===== config.mk =====
export PLATFORM = sky130hd
export DESIGN_NAME = lane_rr_arbiter
export DESIGN_NICKNAME = d
export VERILOG_FILES = /design/src/rtl/lane_arb_pkg.sv /design/src/rtl/lane_rr_arbiter_rr_pick.sv /design/src/rtl/lane_rr_arbiter.sv
export SDC_FILE = /design/constraint.sdc
export NUM_CORES = 1
export LEC_CHECK = 0
export ABC_AREA = 1
export BUFFER_PORTS_ARGS = -buffer_cell sky130_fd_sc_hd__buf_4
export CAP_MARGIN = 20
export CORE_MARGIN = 4
export CORE_UTILIZATION = 45
export CTS_BUF_LIST = sky130_fd_sc_hd__clkbuf_8
export CTS_CLUSTER_SIZE = 8
export DETAILED_ROUTE_END_ITERATION = 7
export PLACE_DENSITY = 0.8
export SLEW_MARGIN = 20
export SYNTH_ARGS = -nofsm -noshare
export SYNTH_HDL_FRONTEND = slang
export SYNTH_SLANG_ARGS = --single-unit

===== constraint.sdc =====
create_clock -name i_clk -period 2.18 [get_ports i_clk]
set_input_delay 0.327 -clock i_clk [delete_from_list [all_inputs] [get_ports i_clk]]
set_output_delay 0.327 -clock i_clk [all_outputs]
set_load 0.01 [all_outputs]

===== src/rtl/lane_arb_pkg.sv =====
// Shared types and defaults for the lane round-robin arbiter.
package lane_arb_pkg;

    localparam int N_REQ_DEF     = 3;
    localparam int DATA_W_DEF    = 8;
    localparam int BURST_LEN_DEF = 4;

    // Lane index width covers lanes 0..2.
    localparam int LANE_W = 2;

    typedef logic [LANE_W-1:0] lane_idx_t;

    // IDLE: nobody owns the shared channel. OWN: one lane owns it.
    typedef enum logic {
        IDLE = 1'b0,
        OWN  = 1'b1
    } arb_state_t;

    // Last owner after reset is lane c, so lane a is first in line.
    localparam lane_idx_t RESET_LAST_OWNER = lane_idx_t'(2);

endpackage


===== src/rtl/lane_rr_arbiter_rr_pick.sv =====
// Combinational round-robin pick: first requesting lane after last_owner,
// scanning cyclically 0,1,2,0.
module rr_pick
    import lane_arb_pkg::*;
#(
    parameter int N_REQ = N_REQ_DEF
) (
    input  logic [N_REQ-1:0]  i_req,
    input  logic [LANE_W-1:0] i_last_owner,
    output logic [LANE_W-1:0] o_pick,
    output logic              o_pick_valid
);

    // Scan from the farthest candidate to the nearest so the nearest
    // requesting lane after last_owner is the one left standing.
    always_comb begin
        int        idx;
        lane_idx_t sel;
        idx          = 0;
        sel          = '0;
        o_pick       = i_last_owner;
        o_pick_valid = 1'b0;
        for (int k = N_REQ; k >= 1; k--) begin
            idx = (int'(i_last_owner) + k) % N_REQ;
            sel = lane_idx_t'(idx);
            if (i_req[sel]) begin
                o_pick       = sel;
                o_pick_valid = 1'b1;
            end
        end
    end

endmodule


===== src/rtl/lane_rr_arbiter.sv =====
// Three-lane round-robin arbiter onto one valid/ready channel. A granted
// lane owns the channel for up to BURST_LEN beats or until it drops its
// request; every release is followed by one idle cycle before the next grant.
module lane_rr_arbiter
    import lane_arb_pkg::*;
#(
    parameter int N_REQ     = N_REQ_DEF,
    parameter int DATA_W    = DATA_W_DEF,
    parameter int BURST_LEN = BURST_LEN_DEF
) (
    input  logic              i_clk,
    input  logic              i_rst,
    input  logic [N_REQ-1:0]  i_req,
    input  logic [DATA_W-1:0] i_data_a,
    input  logic [DATA_W-1:0] i_data_b,
    input  logic [DATA_W-1:0] i_data_c,
    output logic [N_REQ-1:0]  o_gnt,
    output logic              o_valid,
    input  logic              i_ready,
    output logic [DATA_W-1:0] o_data,
    output logic [1:0]        o_src,
    output logic              o_busy
);

    // A one-beat burst would need a zero-width counter; keep at least one bit.
    localparam int BEAT_W = (BURST_LEN > 1) ? $clog2(BURST_LEN) : 1;
    localparam logic [BEAT_W-1:0] BEAT_LAST = BEAT_W'(BURST_LEN - 1);

    arb_state_t        state;
    arb_state_t        state_nxt;
    lane_idx_t         owner;
    lane_idx_t         owner_nxt;
    lane_idx_t         last_owner;
    lane_idx_t         last_owner_nxt;
    logic [BEAT_W-1:0] beat_cnt;
    logic [BEAT_W-1:0] beat_cnt_nxt;

    lane_idx_t         pick_idx;
    logic              pick_valid;
    logic              owner_req;
    logic [DATA_W-1:0] owner_data;

    rr_pick #(
        .N_REQ (N_REQ)
    ) u_rr_pick (
        .i_req        (i_req),
        .i_last_owner (last_owner),
        .o_pick       (pick_idx),
        .o_pick_valid (pick_valid)
    );

    assign owner_req = i_req[owner];

    // Route the owning lane's payload; other lanes never reach the output.
    always_comb begin
        owner_data = i_data_c;
        case (owner)
            lane_idx_t'(0): owner_data = i_data_a;
            lane_idx_t'(1): owner_data = i_data_b;
            default:        owner_data = i_data_c;
        endcase
    end

    // Next-state logic and channel outputs, all derived from state and owner.
    always_comb begin
        state_nxt      = state;
        owner_nxt      = owner;
        last_owner_nxt = last_owner;
        beat_cnt_nxt   = beat_cnt;
        o_gnt          = '0;
        o_valid        = 1'b0;
        o_data         = '0;
        o_busy         = 1'b0;
        o_src          = last_owner;

        case (state)
            IDLE: begin
                if (pick_valid) begin
                    state_nxt    = OWN;
                    owner_nxt    = pick_idx;
                    beat_cnt_nxt = '0;
                end
            end

            OWN: begin
                o_busy       = 1'b1;
                o_src        = owner;
                o_valid      = owner_req;
                o_data       = owner_data;
                o_gnt[owner] = i_ready;

                // Release on a dropped request or on the final beat of a burst.
                if (!owner_req || (i_ready && (beat_cnt == BEAT_LAST))) begin
                    state_nxt      = IDLE;
                    last_owner_nxt = owner;
                    beat_cnt_nxt   = '0;
                end else if (i_ready) begin
                    beat_cnt_nxt = beat_cnt + BEAT_W'(1);
                end
            end

            default: begin
                state_nxt = IDLE;
            end
        endcase
    end

    // Control state register with synchronous reset.
    always_ff @(posedge i_clk) begin
        if (i_rst) begin
            state      <= IDLE;
            owner      <= RESET_LAST_OWNER;
            last_owner <= RESET_LAST_OWNER;
            beat_cnt   <= '0;
        end else begin
            state      <= state_nxt;
            owner      <= owner_nxt;
            last_owner <= last_owner_nxt;
            beat_cnt   <= beat_cnt_nxt;
        end
    end

    // Structural invariants: at most one grant, counter stays in range.
    gnt_onehot0 : assert property (@(posedge i_clk) disable iff (i_rst) $onehot0(o_gnt));
    beat_in_range : assert property (@(posedge i_clk) disable iff (i_rst) beat_cnt <= BEAT_LAST);

endmodule


==> flow_summary_export.csv, run 1 <==
group,metric,value,unit
routing,finalWirelength,2570,µm
min_path,hold_depth,3,
pwr,peakVddDrop,0.856,mV
worst_setup_path,endpoint_kind,"register",
global_route,grt_max_degree,14,
global_route,grt_usage,20.3,%
global_route,grt_overflow,0,
cts,cts_tree,"yes",
floorplanning,die_h,51.5,µm
layout,area_delta_synth_final,46.7,%
sta,hold_viol,0,
yosys,synth_flop_cell,"dfxtp_1",
global_route,grt_pass1_wl,4180,µm
cts,cts_htree_levels,1,
placement,dp_hpwl,2120,µm
worst_setup_path,reg2reg_from,"last_owner[0]",
yosys,synthXorXnorAreaFrac,0,%
yosys,synth_top_area_share,32.2,%
yosys,yosysTopAreaCell,"nand2_1",
outcome,status,"completed",
sta,finalSetupTns,0,ns
yosys,synth_cell_types,21,
worst_setup_path,cp_max_fo,5,
worst_setup_path,path_delay_family,"simple AND/OR/NAND/NOR gates",
min_path,worstHoldStart,"i_rst",
cts,cts.sinks,7,
yosys,post_synth_and_or_nand_nor_area_fraction,57.6,%
yosys,avgSynthCellArea,5.26,µm²
routing,drt.antenna.violating_nets,0,
placement,portBuffers,44,
worst_setup_path,arrival,1.95,ns
yosys,synth.most_common_cell,"nand2_1",
global_route,grt_pass1_vias,1029,
cts,root_buffer,"clkbuf_8",
yosys,ys_ff_latch,7,
floorplanning,num_rows,15,
layout,fillCellCount,172,
worst_setup_path,r2r-end,"beat_cnt[1]",
worst_setup_path,path_class,"reg2reg",
sta,clock.fmax,0.547,GHz
worst_setup_path,cpPeakStageDelay,0.36,ns
sta,fin_crit_sh,83.9,%
routing,wl_per_cell,11.0,µm
cts,ctsResizeCount,0,
worst_setup_path,slowest_stage,"ha_1",
global_route,antenna_found_initial,0,
yosys,synthAdderAreaFrac,7.34,%
placement,gp_congestion,0.843,
yosys,synth_top_family_by_area,"simple AND/OR/NAND/NOR gates",
cts,hold_buffers,0,
sta,setup_viol_count_final,0,
yosys,synthMuxAreaShare,0,%
yosys,synthCells,162,
yosys,synthTopCellsByCount,"73 x nand2_1, 23 x inv_1, 23 x nand3_1",
layout,final_nets,244,
sta,drv_slew,0,
worst_setup_path,startpoint,"last_owner[0]",
cts,postCtsSetupBuffers,0,
worst_setup_path,worst-path-buf-inv,2,
sta,rsz0062_at_grt,"false",
yosys,ys_seq_area_share,16.4,%
routing,vias,1145,
cts,clock_latency,0.23,ns
yosys,syn-num-nets,197,
floorplanning,coreArea,1760,µm²
pwr,leakagePower,0.791,nW
routing,drc_errors,0,
min_path,holdPathEnd,"owner[1]",
yosys,synth_compound_area_share,5.29,%
yosys,ys_warn_count,0,
worst_setup_path,cp-start-kind,"register",
min_path,hold_path_class,"in2reg",
yosys,netlist_area,852,µm²
pwr,p_total,1.43,mW
routing,viasPerCell,4.91,
floorplanning,dieWidth,51.5,µm
sta,tightest_slew,0.435,ns
layout,multiInputGateArea,598,µm²
worst_setup_path,reg2regPathDepth,10,
floorplanning,io_pins,45,
yosys,synthArstFlopShare,0,%
floorplanning,die-area,2650,µm²
cts,clk_pin_slew,0.04,ns
pwr,p_per_area,1150,nW/µm²
layout,n_antenna_cell,0,
yosys,yosys-top-cells-area,"nand2_1 32%, dfxtp_1 16%, nand3_1 14%, inv_1 10%, ha_1 7.3%",
worst_setup_path,rrSetupSlack,0.35,ns
layout,drive_gt1_share,26.9,%
cts,cts_buffers,3,
yosys,synth-edff-count,0,
floorplanning,start_util,48.3,%
cts,clk_path_buf_depth,2,
sta,finalCriticalPeriod,1.83,ns
layout,regArea,140,µm²
worst_setup_path,required,2.30,ns
job,drv_cap,0,
routing,drt_iter0_drc,31,
sta,skew,0.00256,ns
sta,relSlewSlack,71.0,%
worst_setup_path,path_cells,"inv_1, ha_1, inv_1, nand2_1, nand3b_1, nand2_1, nor2_1, nand3_1, a21oi_1, nor2_1",
routing,dr.pass1.iters,4,
## registers in the layout, indices dropped and copies added (netlist names)
name	flops
state	1
last_owner	2
owner	2
beat_cnt	2
## area by class of cell
type | count | share of cell area [%]
sequential | 7 | 11.2
clock inverter | 1 | 0.300
tap | 25 | 2.50
clock buffer | 3 | 3.30
inverter | 24 | 7.21
multi-input combinational | 127 | 47.8
timing repair buffer | 46 | 27.6
## cell families (layout without fill, tap and decap cells)
logic type / Yosys count / count (layout)
simple gates: 113 / 113
buf+inv: 28 / 74
compound gates: 9 / 9
flops: 7 / 7
fa+ha+maj: 5 / 5
## layout by cell type, fill, tap and decap left out, drive strengths merged
cell type,Yosys,layout
nand3b,1,1
ha,5,5
dfxtp,7,7
inv,24,25
or2,1,1
nor2,8,8
nand3,24,24
nand4,2,2
a21oi,6,6
o21ai,3,3
nor3,2,2
buf,3,46
nand2,75,75
clkbuf,1,3
## report_power, final
part / internal, mW / switching [mW] / total, mW / leakage [nW]
logic: 0.414 / 0.572 / 0.986 / 0.706
clock network: 0.122 / 0.0587 / 0.181 / 0.0269
registers: 0.180 / 0.0883 / 0.268 / 0.0579
total: 0.716 / 0.719 / 1.43 / 0.791
## layer usage
layer	routed length, µm	vias up	GRT usage (%)
met5	0	-	0
li1	-	596	-
met1	1090	495	23.9
met2	1240	48	36.9
met4	38	0	5.68
met3	207	6	4.01
## worst register-to-register path, delay by kind of cell, from the launching register on
family | cells | cell delay (ns)
compound gates | 1 | 0.17
fa+ha+maj | 1 | 0.36
buf+inv | 2 | 0.22
flops | 1 | 0.34
simple gates | 6 | 0.63
## stage by stage
step / cell area (µm²) / setup slack (ns) / utilization (%) / std cells / hold WS, ns
floorplan: 852 / 0.561 / - / 162 / 0.415
global placement: 1200 / 0.467 / 68.3 / 229 / 0.475
detailed placement: 1200 / 0.370 / 68.3 / 229 / 0.499
CTS: 1250 / 0.353 / 70.9 / 233 / 0.294
global route: 1250 / 0.150 / 70.9 / 233 / 0.309
finish: 1250 / 0.352 / 70.9 / 233 / 0.293
## worst max-delay path by stage
stage	endpoint	slack, ns	depth (start not counted)
after floorplan	beat_cnt[0]	0.56	10
after global placement	beat_cnt[1]	0.47	10
final	beat_cnt[1]	0.35	10
after global routing	beat_cnt[1]	0.15	10
after CTS	beat_cnt[1]	0.35	10
after detailed placement	beat_cnt[1]	0.37	10
Note: power is estimated with default switching activity, not from simulation.
==> run 2: changes to the inputs <==
Settings changed: ABC_AREA 1 to 0, PLACE_DENSITY 0.8 to 0.81.
Clock period 2.18 ns to 1.7 ns, I/O delays scaled along.
==> run 2 against run 1 <==
Effect of this change: the run now ends with setup timing left; power fell by 37%; flip-flop and latch count did not move; combinational power fell by 53%; sequential share of layout area fell by 0.55 points; cell count fell by 18%; maximum frequency rose by 7.0%; non-clock buffer count rose by 11; worst setup slack got worse by 0.36 ns; critical path type unchanged.
==> flow_summary_export.csv, run 2 <==
group,metric,value,unit
floorplanning,dieWidth,50.6,µm
yosys,synth_top_area_share,17.1,%
floorplanning,die-area,2560,µm²
placement,dp_hpwl,1940,µm
routing,finalWirelength,2760,µm
sta,drv_slew,0,
worst_setup_path,reg2regPathDepth,8,
sta,fin_crit_sh,101,%
pwr,seq_power_share,22.8,%
sta,clock.fmax,0.585,GHz
cts,clock_latency,0.24,ns
pwr,combPwrFrac,50.7,%
sta,setup_viol_count_final,1,
worst_setup_path,path_cells,"inv_2, buf_6, ha_4, o211ai_1, buf_4, a41oi_4, nor3_2, a31oi_1",
cts,root_buffer,"clkbuf_8",
pwr,p_clk_share,26.6,%
floorplanning,start_util,47.4,%
sta,rsz0062_at_grt,"true",
sta,skew,0.00870,ns
placement,place_inst,186,
pwr,p_total,0.910,mW
yosys,synth-edff-count,0,
cts,cts_htree_levels,1,
worst_setup_path,rrSetupSlack,-0.009,ns
routing,vias,1022,
routing,drt.antenna.violating_nets,0,
pwr,leakagePower,0.677,nW
worst_setup_path,reg2reg_from,"last_owner[0]",
worst_setup_path,cp_max_fo,5,
global_route,grt_usage,21.3,%
floorplanning,die_h,50.6,µm
routing,viasPerCell,5.32,
cts,cts_tree,"yes",
job,drv_cap,0,
worst_setup_path,worst-path-buf-inv,3,
yosys,synth_flop_cell,"dfxtp_1",
worst_setup_path,slowest_stage,"dfxtp_2",
yosys,ys_seq_area_share,17.1,%
global_route,grt_max_degree,15,
worst_setup_path,cp-start-kind,"register",
cts,clk_path_buf_depth,2,
routing,drc_errors,0,
layout,fillCellCount,118,
yosys,synthCells,112,
worst_setup_path,required,1.80,ns
routing,drt_iter0_drc,25,
cts,cts_buffers,3,
pwr,switching_share,35.1,%
pwr,internal-power,0.591,mW
min_path,hold_path_class,"in2reg",
sta,relSlewSlack,80.4,%
layout,layout_common_cells,"55 x buf_4, 18 x nand2_1, 14 x mux2i_1",
worst_setup_path,endpoint_kind,"register",
worst_setup_path,path_delay_family,"compound AO/OA/AOI/OAI gates",
global_route,grt_pass1_vias,932,
routing,dr.pass1.iters,4,
floorplanning,coreArea,1730,µm²
sta,finalSetupTns,-0.00938,ns
cts,clk_pin_slew,0.05,ns
sta,hold_viol,0,
pwr,peakVddDrop,0.611,mV
worst_setup_path,arrival,1.81,ns
sta,finalCriticalPeriod,1.71,ns
layout,final_nets,203,
layout,fin_cells,192,
yosys,synth.most_common_cell,"nand2_1",
worst_setup_path,r2r-end,"owner[1]",
pwr,p_per_area,652,nW/µm²
global_route,grt_overflow,0,
layout,layout_commonest_cell,"buf_4",
layout,reg.largest.list,"beat_cnt (2), last_owner (2), owner (2)",
layout,n_antenna_cell,0,
yosys,yosys-top-cells-area,"dfxtp_1 17%, mux2i_1 17%, nand2_1 8.3%, ha_1 7.6%, and2_1 6.9%",
yosys,ys_ff_latch,7,
worst_setup_path,startpoint,"last_owner[0]",
worst_setup_path,worstSetupEndpoint,"owner[1]",
cts,hold_buffers,0,
pwr,power.switching,0.320,mW
worst_setup_path,cpPeakStageDelay,0.34,ns
yosys,syn-num-nets,147,
sta,worst_slack,-0.00938,ns
yosys,synth_cell_types,32,
placement,portBuffers,44,
yosys,synthArstFlopShare,0,%
cts,cts.sinks,7,
global_route,antenna_found_initial,0,
yosys,ys_warn_count,0,
placement,pre_cts_slack,-0.0192,ns
worst_setup_path,path_class,"reg2reg",
yosys,yosysTopAreaCell,"dfxtp_1",
floorplanning,num_rows,15,
yosys,synthTopCellsByCount,"18 x nand2_1, 14 x mux2i_1, 10 x o21ai_0",
routing,wl_per_cell,14.4,µm
yosys,netlist_area,818,µm²
sta,tightest_slew,0.293,ns
global_route,grt_pass1_wl,4200,µm
outcome,status,"finished, violations left",
floorplanning,io_pins,45,
layout,drive_gt1_share,46.1,%
outcome,violations,"setup timing",
placement,gp_congestion,0.834,
yosys,avgSynthCellArea,7.31,µm²
layout,area_delta_synth_final,70.6,%
worst_setup_path,cp_num_cells,8,
[run 2: cell type report]
class | count | area [µm²] | area share, %
inverters | 8 | 30.0 | 2.15
clock buffers | 3 | 41.3 | 2.96
multi-input cells | 91 | 697 | 49.9
repair buffers | 57 | 444 | 31.8
flip-flops and latches | 7 | 149 | 10.7
clock inverters | 1 | 3.75 | 0.269
well taps | 25 | 31.3 | 2.24
[run 2: through the flow]
step           hold slack, ns  area (µm²)  util, %
2_1_floorplan           0.324         823        -
3_3_place_gp            0.455        1250     72.7
3_5_place_dp            0.457        1250     72.7
4_1_cts                 0.218        1340     77.3
5_1_grt                 0.236        1400     80.9
6_report                0.231        1400     80.9
[run 2: logic make-up after synthesis]
family / Yosys count / synth area share [%]
and+or+nand+nor: 42 / 26.1
DFF: 7 / 17.1
adders and majority gates: 5 / 7.65
muxes: 15 / 18.5
buffers and inverters: 14 / 6.57
AOI/OAI and AO/OA: 29 / 24.0
[run 2: power groups by stage]
stage	sequential (mW)	clock (mW)	combinational, mW
2_1_floorplan	0.200	0	0.230
3_3_place_gp	0.204	0	0.410
4_1_cts	0.204	0.245	0.436
6_report	0.207	0.242	0.461
5_1_grt	0.210	0.261	0.507
3_5_place_dp	0.204	0	0.420
[run 2: worst register-to-register path, delay by kind of cell, from the launching register on]
kind | cells | cell delay (ns)
AOI/OAI and AO/OA | 3 | 0.50
adders and majority gates | 1 | 0.16
buffers and inverters | 3 | 0.37
and+or+nand+nor | 1 | 0.21
DFF | 1 | 0.34
[run 2: layer usage]
metal  global-route usage, %  wire length [µm]  up-vias
met5                       0                 0        -
met4                    10.3                 0        0
met3                    6.23               294        0
met2                    35.9              1340       58
met1                    24.5              1130      455
li1                        -                 -      509
[run 2: how the worst min path moves through the flow]
stage,startpoint,to,slack [ns],cells after the start
2_1_floorplan,i_rst,state,0.32,1
3_3_place_gp,beat_cnt[1],beat_cnt[1],0.45,2
3_5_place_dp,beat_cnt[1],beat_cnt[1],0.46,2
4_1_cts,i_rst,last_owner[0],0.22,2
5_1_grt,i_rst,owner[0],0.24,2
6_report,i_rst,owner[0],0.23,2
[run 2: timing repair]
item / in CTS / in global routing
gates resized for setup: 4 / 15
gates cloned: 0 / 0
buffers inserted: 1 / 1
endpoints found under the setup margin: 2 / 13
pin swaps: 4 / 6
==> run 3: changes to the inputs <==
Settings changed: CAP_MARGIN 20 to unset, CORE_UTILIZATION 45 to 38, CTS_BUF_LIST sky130_fd_sc_hd__clkbuf_8 to sky130_fd_sc_hd__clkbuf_16, PLACE_DENSITY 0.81 to 0.7.
==> run 3 against run 2 <==
Effect of this change: the flow now finishes without violations; register-to-register slack improved by 0.07 ns; final area decreased by 3.1%; hold slack improved by 0.0075 ns; clock skew decreased by 0.0081 ns; flip-flop and latch count unchanged; clock power increased by 64%; combinational power decreased by 7.2%; first-iteration DRC count decreased by 24%; critical path depth decreased by 2; sequential share of layout area increased by 0.16 points.
==> flow_summary_export.csv, run 3 (synthesis results as in run 2) <==
group,metric,value,unit
sta,relSlewSlack,81.5,%
routing,wl_per_cell,13.6,µm
floorplanning,num_rows,16,
worst_setup_path,arrival,1.78,ns
global_route,grt_max_degree,21,
floorplanning,coreArea,2000,µm²
layout,reg.largest.list,"beat_cnt (2), last_owner (2), owner (2)",
routing,drt.antenna.violating_nets,0,
cts,cts_htree_levels,1,
floorplanning,dieWidth,54.4,µm
routing,drt_iter0_drc,19,
floorplanning,die-area,2960,µm²
worst_setup_path,cp_max_fo,5,
cts,clock_latency,0.23,ns
outcome,status,"completed",
routing,drc_errors,0,
placement,gp_congestion,0.843,
sta,tightest_slew,0.276,ns
global_route,antenna_found_initial,0,
sta,hold_viol,0,
worst_setup_path,endpoint_kind,"register",
pwr,peakVddDrop,0.612,mV
sta,holdWs,0.239,ns
sta,clock.fmax,0.611,GHz
worst_setup_path,path_class,"reg2reg",
layout,area_delta_synth_final,65.3,%
sta,finalCriticalPeriod,1.64,ns
cts,clk_pin_slew,0.04,ns
placement,pre_cts_slack,-0.0704,ns
placement,dp_hpwl,1900,µm
layout,final_util,67.6,%
cts,cts.sinks,7,
routing,dr.pass1.iters,4,
sta,fin_crit_sh,96.3,%
layout,drive_gt1_share,42.9,%
cts,clk_path_buf_depth,2,
worst_setup_path,cp-start-kind,"register",
worst_setup_path,required,1.84,ns
cts,hold_buffers,0,
cts,root_buffer,"clkbuf_16",
worst_setup_path,cpPeakStageDelay,0.33,ns
cts,cts_buffers,3,
pwr,p_per_area,763,nW/µm²
floorplanning,start_util,40.9,%
layout,layout_common_cells,"50 x buf_4, 18 x nand2_1, 14 x mux2i_1",
worst_setup_path,path_cells,"buf_4, ha_1, mux2_4, a41oi_4, nor2_1, a211oi_2",
global_route,grt_usage,17.1,%
global_route,grt_overflow,0,
pwr,p_total,1.03,mW
sta,setup_viol_count_final,0,
layout,n_antenna_cell,0,
global_route,grt_pass1_vias,912,
routing,finalWirelength,2550,µm
cts,cts_tree,"yes",
layout,layout_commonest_cell,"buf_4",
job,drv_cap,0,
placement,portBuffers,44,
routing,viasPerCell,5.29,
pwr,leakagePower,0.661,nW
sta,drv_slew,0,
layout,final_nets,197,
floorplanning,io_pins,45,
worst_setup_path,slowest_stage,"mux2_4",
routing,vias,995,
min_path,hold_path_class,"in2reg",
floorplanning,die_h,54.4,µm
global_route,grt_pass1_wl,3750,µm
sta,worst_slack,0.0628,ns
sta,skew,0.000575,ns
-- run 3: metal layers --
layer  track usage [%]  routed length (µm)  vias up
met5                 0                   0        -
met4              4.98                  27        0
li1                  -                   -      496
met3              4.90                 286        5
met2              29.9                1140       43
met1              19.9                1100      451
-- run 3: cell type report --
type,instances,area [µm²]
Clock buffer,3,75.1
Multi-Input combinational cell,91,668
Timing Repair Buffer,51,395
Sequential cell,7,146
Fill cell,180,649
Clock inverter,1,3.75
Inverter,8,30.0
Tap cell,27,33.8
-- run 3: per-stage QoR --
step / instances / instance area, µm² / setup TNS (ns)
finish: 188 / 1350 / 0
global route: 188 / 1350 / -0.0214
detailed placement: 183 / 1220 / -0.0704
floorplan: 112 / 823 / -0.00526
CTS: 187 / 1320 / 0
global placement: 183 / 1220 / 0
-- run 3: worst paths after layout --
kind	start	endpoint	slack, ns	cells past startpoint
hold / removal	i_rst	last_owner[0]	0.24	2
hold reg to reg	beat_cnt[1]	beat_cnt[1]	0.47	2
setup reg to reg	last_owner[0]	owner[0]	0.06	6
setup / recovery	last_owner[0]	owner[0]	0.06	6
-- run 3: repair_timing --
action                                 4_1_cts  5_1_grt
endpoints found under the hold margin        0        0
pin swaps                                    3        4
setup endpoints to repair                    4       12
gates resized for setup                      3       10
buffers inserted                             0        1
-- run 3: critical path, delay by kind of cell, from the launching register on --
family | cells | cell delay (ns)
and+or+nand+nor | 1 | 0.10
buffers and inverters | 1 | 0.14
DFF | 1 | 0.31
adders and majority gates | 1 | 0.22
AOI/OAI and AO/OA | 2 | 0.44
muxes | 1 | 0.33
-- run 3: where the power goes --
group          internal, mW  switching, mW  leakage [nW]
Sequential            0.182         0.0253        0.0582
Clock                 0.306         0.0917        0.0423
Combinational         0.231          0.197         0.560
Total                 0.718          0.314         0.661
